**src/rtl/ex_muldiv_unit.sv**
```systemverilog
// Iterative MULT/MULTU/DIV/DIVU unit with private HI/LO registers.
// Shift-add multiply and restoring divide run on operand magnitudes; signs are fixed up in one final cycle.
module ex_muldiv_unit #(
    parameter int WIDTH = 32,
    parameter int CNT_W = 6
) (
    input  logic             clk_i,
    input  logic             rst_n,
    input  logic             start_i,
    input  logic [1:0]       op_i,
    input  logic [WIDTH-1:0] src_a_i,
    input  logic [WIDTH-1:0] src_b_i,
    input  logic             flush_i,
    input  logic             hilo_rd_i,
    input  logic             mthi_i,
    input  logic             mtlo_i,
    input  logic [WIDTH-1:0] wdata_i,
    output logic [WIDTH-1:0] hi_o,
    output logic [WIDTH-1:0] lo_o,
    output logic             busy_o,
    output logic             done_o,
    output logic             stall_o
);

    typedef enum logic [1:0] {
        IDLE = 2'd0,
        RUN  = 2'd1,
        ADJ  = 2'd2
    } state_t;

    localparam logic [CNT_W-1:0] LAST = CNT_W'(WIDTH - 1);

    state_t             state;
    state_t             next_state;
    logic [CNT_W-1:0]   cnt;
    logic               is_div;
    logic               sign_a;
    logic               sign_b;
    logic [WIDTH-1:0]   a_reg;
    logic [WIDTH-1:0]   b_reg;
    logic [WIDTH-1:0]   hi_w;
    logic [WIDTH-1:0]   lo_w;
    logic [WIDTH-1:0]   hi_r;
    logic [WIDTH-1:0]   lo_r;
    logic               done_r;

    logic               accept;
    logic               a_neg_in;
    logic               b_neg_in;
    logic [WIDTH-1:0]   mag_a_in;
    logic [WIDTH-1:0]   mag_b_in;
    logic [WIDTH:0]     mul_sum;
    logic [WIDTH:0]     div_shift;
    logic [WIDTH:0]     div_diff;
    logic [WIDTH-1:0]   step_hi;
    logic [WIDTH-1:0]   step_lo;
    logic [2*WIDTH-1:0] prod;
    logic [WIDTH-1:0]   orig_a;
    logic [WIDTH-1:0]   adj_hi;
    logic [WIDTH-1:0]   adj_lo;

    assign accept   = start_i & ~flush_i;
    assign a_neg_in = ~op_i[0] & src_a_i[WIDTH-1];
    assign b_neg_in = ~op_i[0] & src_b_i[WIDTH-1];
    assign mag_a_in = a_neg_in ? -src_a_i : src_a_i;
    assign mag_b_in = b_neg_in ? -src_b_i : src_b_i;

    always_ff @(posedge clk_i or negedge rst_n) begin
        if (!rst_n) begin
            state <= IDLE;
        end else begin
            state <= next_state;
        end
    end

    always_comb begin
        next_state = state;
        case (state)
            IDLE: if (accept) next_state = RUN;
            RUN: begin
                if (flush_i) begin
                    next_state = IDLE;
                end else if (cnt == LAST) begin
                    next_state = ADJ;
                end
            end
            ADJ:     next_state = IDLE;
            default: next_state = IDLE;
        endcase
    end

    // One iteration: multiply keeps {partial, multiplier} in {hi_w, lo_w};
    // divide keeps {remainder, dividend/quotient} in {hi_w, lo_w}.
    always_comb begin
        mul_sum   = {1'b0, hi_w} + (lo_w[0] ? {1'b0, a_reg} : '0);
        div_shift = {hi_w, lo_w[WIDTH-1]};
        div_diff  = div_shift - {1'b0, b_reg};
        step_hi   = '0;
        step_lo   = '0;
        if (is_div) begin
            step_hi = div_diff[WIDTH] ? div_shift[WIDTH-1:0] : div_diff[WIDTH-1:0];
            step_lo = {lo_w[WIDTH-2:0], ~div_diff[WIDTH]};
        end else begin
            step_hi = mul_sum[WIDTH:1];
            step_lo = {mul_sum[0], lo_w[WIDTH-1:1]};
        end
    end

    // Most-negative / -1 needs no special case: the magnitude quotient 2^(W-1)
    // negates back to itself and the remainder is zero.
    always_comb begin
        prod   = {hi_w, lo_w};
        orig_a = sign_a ? -a_reg : a_reg;
        adj_hi = '0;
        adj_lo = '0;
        if (!is_div) begin
            if (sign_a ^ sign_b) begin
                prod = -prod;
            end
            adj_hi = prod[2*WIDTH-1:WIDTH];
            adj_lo = prod[WIDTH-1:0];
        end else if (b_reg == '0) begin
            adj_hi = orig_a;
            adj_lo = '1;
        end else begin
            adj_hi = sign_a ? -hi_w : hi_w;
            adj_lo = (sign_a ^ sign_b) ? -lo_w : lo_w;
        end
    end

    always_ff @(posedge clk_i or negedge rst_n) begin
        if (!rst_n) begin
            cnt    <= '0;
            is_div <= 1'b0;
            sign_a <= 1'b0;
            sign_b <= 1'b0;
            a_reg  <= '0;
            b_reg  <= '0;
            hi_w   <= '0;
            lo_w   <= '0;
            hi_r   <= '0;
            lo_r   <= '0;
            done_r <= 1'b0;
        end else begin
            done_r <= 1'b0;
            case (state)
                IDLE: begin
                    if (accept) begin
                        cnt    <= '0;
                        is_div <= op_i[1];
                        sign_a <= a_neg_in;
                        sign_b <= b_neg_in;
                        a_reg  <= mag_a_in;
                        b_reg  <= mag_b_in;
                        hi_w   <= '0;
                        lo_w   <= op_i[1] ? mag_a_in : mag_b_in;
                    end else if (!start_i) begin
                        if (mthi_i) hi_r <= wdata_i;
                        if (mtlo_i) lo_r <= wdata_i;
                    end
                end
                RUN: begin
                    if (!flush_i) begin
                        cnt  <= cnt + CNT_W'(1);
                        hi_w <= step_hi;
                        lo_w <= step_lo;
                    end
                end
                ADJ: begin
                    if (!flush_i) begin
                        hi_r   <= adj_hi;
                        lo_r   <= adj_lo;
                        done_r <= 1'b1;
                    end
                end
                default: ;
            endcase
        end
    end

    assign hi_o    = hi_r;
    assign lo_o    = lo_r;
    assign done_o  = done_r;
    assign busy_o  = (state != IDLE);
    assign stall_o = busy_o & (start_i | hilo_rd_i | mthi_i | mtlo_i);

endmodule

```
**config.mk**
```make
export PLATFORM = sky130hd
export DESIGN_NAME = ex_muldiv_unit
export DESIGN_NICKNAME = d
export VERILOG_FILES = /design/src/rtl/ex_muldiv_unit.sv
export SDC_FILE = /design/constraint.sdc
export NUM_CORES = 1
export LEC_CHECK = 0
export BUFFER_PORTS_ARGS = -buffer_cell sky130_fd_sc_hd__buf_2
export CORE_MARGIN = 4
export CORE_UTILIZATION = 55
export DETAILED_ROUTE_END_ITERATION = 7
export GPL_TIMING_DRIVEN = 0
export PLACE_DENSITY = 0.81
export SYNTH_ARGS = -nofsm -noshare
export SYNTH_HDL_FRONTEND = slang
export SYNTH_SLANG_ARGS = --single-unit
```
**constraint.sdc**
```tcl
create_clock -name clk_i -period 4.7 [get_ports clk_i]
set_clock_uncertainty 0.05 [all_clocks]
set_input_delay 0.47 -clock clk_i [delete_from_list [all_inputs] [get_ports clk_i]]
set_output_delay 0.47 -clock clk_i [all_outputs]
set_load 0.01 [all_outputs]
```
==> flow_summary_export.csv, run 1 <==
group,metric,value,unit
floorplanning,rows,65,
power,power,11.3,mW
cts,cts_setup_buffers,0,
final_layout,post-route-util,0.627,
setup_path,reg2regPathDepth,12,
logic_synthesis,postSynthCellCount,2287,
power,pwr-share-seq,0.253,
setup_path,endpoint_kind,"flop",
logic_synthesis,synth.distinct_cells,79,
floorplanning,die_area,35000,µm²
timing,tightest_slew,1.42,ns
logic_synthesis,synth-async-reset-ratio,1.00,
final_layout,area_growth,12.4,%
setup_path,critPathLaunchType,"flop",
global_routing,grt_pass1_wl,109000,µm
global_routing,grt_max_degree,106,
power,p_clk_frac,0.162,
status,outcome,"finished, final reports clean",
setup_path,r2r-end,"hi_w[31]$_DFFE_PN0P_",
worst_hold_path,min-delay-start,"wdata_i[5]",
logic_synthesis,syn_area,17700,µm²
setup_path,rrSetupSlack,0.23,ns
floorplanning,core_area,31600,µm²
final_layout,final-seq-area,5100,µm²
logic_synthesis,ys_seq_elements,204,
setup_path,r2r_start,"hi_w[0]$_DFFE_PN0P_",
cts,cts.clk_slew.worst_paths,0.07,ns
logic_synthesis,yosys_warnings,0,
run,drv_cap,0,
routing,ant_nets,0,
logic_synthesis,synth-edff-count,0,
power,p_leak,8.60,nW
routing,via_per_inst,6.69,
floorplanning,start_util,0.558,
final_layout,final_nets,2662,
global_routing,track_usage,0.393,
global_routing,grt_antenna_before_repair,3,
timing,hold_viol_final,0,
floorplanning,die_y,187,µm
floorplanning,die_w,187,µm
cts,cts_root_buf,"clkbuf_16",
timing,rsz0062_at_grt,"no",
final_layout,design_area,19800,µm²
worst_hold_path,min_path_cells,3,
power,power_density,571,nW/µm²
setup_path,cp_data_arrival_time,4.81,ns
final_layout,layout-drive-gt1-share,0.100,
power,pwr-share-comb,0.584,
routing,wirelength,72200,µm
power,p_int,5.65,mW
cts,clock_latency,0.56,ns
worst_hold_path,min_to,"hi_o[5]$_DFFE_PN0P_",
timing,period_share,0.950,
place,place.port_buffers,170,
place,dp.cells,2860,
timing,hold_ws,0.168,ns
timing,setup_violations,0,
global_routing,overflow,0,
routing,drtIter0Drc,2743,
logic_synthesis,syn_nets,2464,
place,gp_congestion,1.05,
routing,first_pass_iters,6,
cts,numCtsBuffers,24,
final_layout,stdcell_count,2906,
power,p_sw_frac,0.501,
cts,cts_tree,"built",
routing,drc,0,
final_layout,fillers,2917,
cts,cts_sinks,204,
power,p_switching,5.68,mW
floorplanning,io_pins,172,
cts,htreeDepth,1,
cts,clock_path_buffers,3,
setup_path,startpoint,"hi_w[0]$_DFFE_PN0P_",
logic_synthesis,ys_seq_area_frac,0.289,
timing,max-slew-margin-rel,0.0541,
setup_path,cp_max_fo,10,
setup_path,cp.required,5.04,ns
setup_path,worstSetupPathType,"flop to flop",
worst_hold_path,hp-class,"primary input to flop",
power,peakVddDrop,0.308,mV
routing,wl_per_cell,24.8,µm
logic_synthesis,avgSynthCellArea,7.72,µm²
logic_synthesis,synth_ff_type,"dfrtp_1",
timing,finalCriticalPeriod,4.47,ns
timing,max_clock_freq,0.224,GHz
timing,slew_violations,0,
routing,vias,19455,
place,dpl-instance-area,19100,µm²
global_routing,grt_pass1_vias,18233,
final_layout,multiInputGateArea,11700,µm²
place,dp.final_hpwl,57500,µm
## cells in the final DEF (no fill, tap or decap), drive strengths merged, types with 33 or more instances in the layout
cell type / count
nor3: 35
xnor2: 117
inv: 72
clkbuf: 183
o22ai: 38
buf: 186
ha: 70
o31ai: 36
xor2: 104
a21oi: 175
nor2: 159
mux2i: 63
o21ai: 267
and2: 33
nand2: 296
dfrtp: 204
## metrics by stage
| stage | worst slack (ns) | TNS, ns |
|---|---|---|
| 6_report | 0.235 | 0 |
| 5_1_grt | 0.128 | 0 |
| 2_1_floorplan | 1.41 | 0 |
| 3_5_place_dp | 0.101 | 0 |
| 4_1_cts | 0.0716 | 0 |
| 3_3_place_gp | -0.335 | -63.00 |
## per-layer routing
layer	vias to the layer above	routed length, µm	share of wire	global-route usage
met4	2	3420	0.047	0.150
met3	220	8720	0.12	0.0786
met1	9356	28500	0.39	0.549
li1	8625	-	-	-
met5	-	13	0.00018	0
met2	1252	31500	0.44	0.605
## cells in the mapped netlist (all sizes together), types with 6 or more instances
cell | count | area (µm²)
a211oi | 17 | 128
nor2b | 17 | 106
clkbuf | 151 | 567
o41ai | 18 | 173
nand4 | 17 | 106
o31ai | 36 | 284
o22ai | 38 | 238
or4 | 24 | 188
a21o | 32 | 240
a21oi | 175 | 876
nor3b | 6 | 45.0
xnor2 | 117 | 1020
or3 | 25 | 161
nor4 | 31 | 206
mux2 | 7 | 78.8
o21a | 7 | 52.6
inv | 71 | 267
ha | 70 | 876
o221ai | 9 | 78.8
nor3 | 35 | 175
xor2 | 104 | 911
nand2 | 296 | 1110
a21boi | 6 | 45.1
or2 | 14 | 87.6
nor2 | 159 | 597
o211ai | 31 | 233
nand3 | 29 | 145
o21ai | 267 | 1340
a22oi | 12 | 90.1
a221o | 7 | 70.1
o21bai | 11 | 82.6
a211o | 6 | 52.6
nand2b | 24 | 150
a31oi | 26 | 163
and2 | 33 | 206
and3 | 10 | 62.6
buf | 15 | 67.6
mux2i | 63 | 631
dfrtp | 204 | 5100
## logic make-up (layout without fill, tap and decap cells)
| logic type | Yosys count | after routing | synth area share |
|---|---|---|---|
| compound gates | 743 | 743 | 0.258 |
| other cells | 0 | 1 | 0 |
| mux | 71 | 71 | 0.0414 |
| xor+xnor | 221 | 221 | 0.110 |
| fa+ha+maj | 72 | 72 | 0.0519 |
| simple gates | 739 | 739 | 0.199 |
| flops | 204 | 204 | 0.289 |
| buf+inv | 237 | 453 | 0.0510 |
## how the worst max path moves through the flow
| stage | endpoint | slack (ns) |
|---|---|---|
| 6_report | hi_w[31]$_DFFE_PN0P_ | 0.23 |
| 5_1_grt | hi_o[17]$_DFFE_PN0P_ | 0.13 |
| 4_1_cts | hi_w[29]$_DFFE_PN0P_ | 0.07 |
| 3_5_place_dp | hi_w[29]$_DFFE_PN0P_ | 0.10 |
| 3_3_place_gp | b_reg[17]$_DFFE_PN0P_ | -0.34 |
| 2_1_floorplan | hi_w[0]$_DFFE_PN0P_ | 1.41 |
## critical path: stages (launching register included)
cell      delay [ns]
dfrtp_1         0.59
inv_1           0.24
fa_1            0.46
nand2b_1        0.22
a21oi_1         0.39
o21bai_1        0.26
a211oi_1        0.30
nor3_1          0.16
xnor2_2         0.38
buf_2           0.45
nand2_1         0.28
nor4_1          0.40
o31ai_1         0.13
## what timing repair did
item                                    4_1_cts  5_1_grt
endpoints found under the setup margin        0        8
endpoints found under the hold margin        99        0
gates resized for setup                       0        3
hold buffers                                  1        0
## power by group through the flow
stage / Sequential (mW) / Combinational [mW] / Clock, mW
final: 2.87 / 6.62 / 1.84
after global routing: 2.88 / 7.14 / 1.91
after CTS: 2.81 / 6.40 / 1.84
after detailed placement: 2.84 / 6.36 / 0
after global placement: 2.82 / 6.28 / 0
after floorplan: 2.60 / 4.56 / 0
## area by class of cell
type | count | area share
clock buffer | 32 | 0.0338
inverter | 71 | 0.0134
antenna | 1 | 0.000126
buffer | 166 | 0.0320
tap | 402 | 0.0253
timing repair buffer | 172 | 0.0453
clock inverter | 12 | 0.00517
sequential | 204 | 0.257
multi-input combinational | 1846 | 0.588
Note: power is estimated with default switching activity, not from simulation.
==> run 2, diff against run 1 <==
- ABC_AREA: unset -> 1
- PLACE_DENSITY: 0.81 -> 0.8
==> flow_summary_export.csv, run 2 <==
group,metric,value,unit
logic_synthesis,avgSynthCellArea,5.80,µm²
floorplanning,core_area,37700,µm²
run,drv_cap,0,
setup_path,cp_max_fo,10,
floorplanning,die_y,203,µm
worst_hold_path,hp-class,"primary input to flop",
global_routing,grt_antenna_before_repair,0,
place,dpl-instance-area,22500,µm²
routing,via_per_inst,5.92,
cts,cts_setup_buffers,0,
global_routing,grt_pass1_wl,139000,µm
power,p_clk_frac,0.155,
global_routing,grt_max_degree,119,
routing,drtIter0Drc,3565,
routing,vias,25703,
cts,cts_tree,"built",
cts,cts.clk_slew.worst_paths,0.07,ns
timing,max_clock_freq,0.265,GHz
timing,slew_violations,0,
cts,cts_root_buf,"clkbuf_16",
final_layout,final_cell_mix,"nand2_1, nor2_1, inv_1",
worst_hold_path,min-delay-start,"flush_i",
routing,first_pass_iters,7,
power,pwr-share-seq,0.233,
setup_path,cp_data_arrival_time,4.20,ns
logic_synthesis,synth-async-reset-ratio,1.00,
floorplanning,io_pins,172,
logic_synthesis,synth_area_leader_cell,"dfrtp_1",
logic_synthesis,yosysMostFrequentCell,"nand2_1",
logic_synthesis,synth_commonest_cells,"nand2_1, nor2_1, inv_1",
setup_path,r2r-end,"hi_w[11]$_DFFE_PN0P_",
global_routing,track_usage,0.435,
place,gp_congestion,1.07,
logic_synthesis,synth_top_cell_area_share,0.243,
logic_synthesis,synth_ff_type,"dfrtp_1",
logic_synthesis,synth.distinct_cells,49,
global_routing,use_met3,0.152,
power,pwr-share-comb,0.611,
cts,clock_path_buffers,3,
power,power_density,554,nW/µm²
timing,finalSetupTns,0,ns
timing,setup_violations,0,
worst_hold_path,min_to,"done_o$_DFF_PN0_",
global_routing,grt_use_met1,0.614,
timing,rsz0062_at_grt,"no",
setup_path,r2r_start,"lo_w[0]$_DFFE_PN0P_",
timing,period_share,0.803,
floorplanning,die_w,203,µm
cts,cts_sinks,204,
final_layout,design_area,23300,µm²
setup_path,cp.required,5.12,ns
timing,max-slew-margin-rel,0.309,
power,p_sw_frac,0.554,
power,p_leak,12.0,nW
routing,wl_per_cell,21.5,µm
global_routing,overflow,0,
logic_synthesis,synth_area_leaders,"dfrtp_1, nand2_1, nand3_1",
final_layout,final_nets,3988,
setup_path,rrSetupSlack,0.93,ns
routing,drc,0,
global_routing,grt.met2_usage,0.613,
final_layout,antenna_cells,0,
logic_synthesis,postSynthCellCount,3612,
logic_synthesis,syn_nets,3789,
worst_hold_path,min_path_cells,2,
cts,ctsResizeCount,0,
logic_synthesis,ys_seq_area_frac,0.243,
floorplanning,rows,71,
timing,tightest_slew,1.04,ns
place,place.port_buffers,170,
setup_path,critPathLaunchType,"flop",
cts,numCtsBuffers,25,
timing,hold_ws,0.103,ns
logic_synthesis,yosys_warnings,0,
setup_path,endpoint_kind,"flop",
global_routing,grt_pass1_vias,23290,
final_layout,layout_commonest_cell,"nand2_1",
status,outcome,"finished, final reports clean",
floorplanning,die_area,41300,µm²
final_layout,multiInputGateArea,13600,µm²
global_routing,top_usage_layer,"met1",
power,p_switching,7.16,mW
cts,clock_latency,0.58,ns
final_layout,final-seq-area,5100,µm²
final_layout,layout-drive-gt1-share,0.0893,
final_layout,post-route-util,0.619,
logic_synthesis,syn_area,21000,µm²
routing,wirelength,93200,µm
final_layout,area_growth,11.3,%
power,peakVddDrop,0.369,mV
setup_path,reg2regPathDepth,17,
floorplanning,start_util,0.557,
routing,ant_nets,0,
logic_synthesis,synth-edff-count,0,
power,p_int,5.76,mW
place,dp.final_hpwl,76600,µm
power,power,12.9,mW
setup_path,worstSetupPathType,"flop to flop",
final_layout,fillers,3996,
cts,hold_buffers,1,
timing,finalCriticalPeriod,3.77,ns
cts,htreeDepth,1,
logic_synthesis,ys_seq_elements,204,
timing,hold_viol_final,0,
## run 2: how the worst max path moves through the flow
stage                      endpoint  depth (start not counted)           startpoint  slack [ns]
2_1_floorplan  hi_w[27]$_DFFE_PN0P_                         19  lo_w[0]$_DFFE_PN0P_        2.09
3_3_place_gp   hi_w[19]$_DFFE_PN0P_                          1                rst_n       -0.46
3_5_place_dp   hi_w[11]$_DFFE_PN0P_                         17  lo_w[0]$_DFFE_PN0P_        1.11
4_1_cts        hi_w[11]$_DFFE_PN0P_                         17  lo_w[0]$_DFFE_PN0P_        1.10
5_1_grt        hi_w[11]$_DFFE_PN0P_                         17  lo_w[0]$_DFFE_PN0P_        0.79
6_report       hi_w[11]$_DFFE_PN0P_                         17  lo_w[0]$_DFFE_PN0P_        0.93
## run 2: power groups by stage
stage | clock [mW] | combinational [mW] | sequential, mW
final | 2.01 | 7.90 | 3.01
after global placement | 0 | 7.51 | 2.97
after floorplan | 0 | 5.29 | 2.66
after CTS | 1.99 | 7.58 | 2.95
after detailed placement | 0 | 7.53 | 2.98
after global routing | 2.05 | 8.65 | 3.02
## run 2: layer usage
layer,share of wire,up-vias
met1,0.41,11775
met4,0.050,0
met3,0.14,251
met2,0.40,1625
li1,-,12052
met5,0,-
## run 2: per-stage QoR
step / instances / setup slack [ns]
final: 4339 / 0.927
after global placement: 4293 / -0.457
after detailed placement: 4294 / 1.11
after CTS: 4339 / 1.10
after global routing: 4339 / 0.790
after floorplan: 3612 / 2.09
## run 2: area by class of cell
class	instances	area share
clock buffers	34	0.0308
well taps	511	0.0274
clock inverters	10	0.00456
flip-flops and latches	204	0.219
repair buffers	172	0.0385
multi-input cells	2840	0.583
inverters	434	0.0698
plain buffers	134	0.0269
## run 2: critical path: stages (launching register included)
cell	delay, ns
dfrtp_1	0.32
buf_2	0.31
buf_1	0.44
nand2_1	0.12
inv_1	0.08
ha_1	0.17
inv_1	0.07
fa_1	0.43
o21ai_1	0.37
nand2_1	0.17
nand2_1	0.15
nand2_1	0.06
nand2_1	0.14
xor2_1	0.09
o21ai_0	0.49
inv_1	0.09
nand2_1	0.09
nand2_1	0.04
## run 2: logic make-up after synthesis
family                   after synthesis  share of synthesized area
AO/OA/AOI/OAI                        573                      0.146
XOR/XNOR                              96                     0.0401
adder cells (fa/ha/maj)               72                     0.0437
buffers and inverters                568                      0.108
flip-flops                           204                      0.243
AND/OR/NAND/NOR                     2099                      0.419
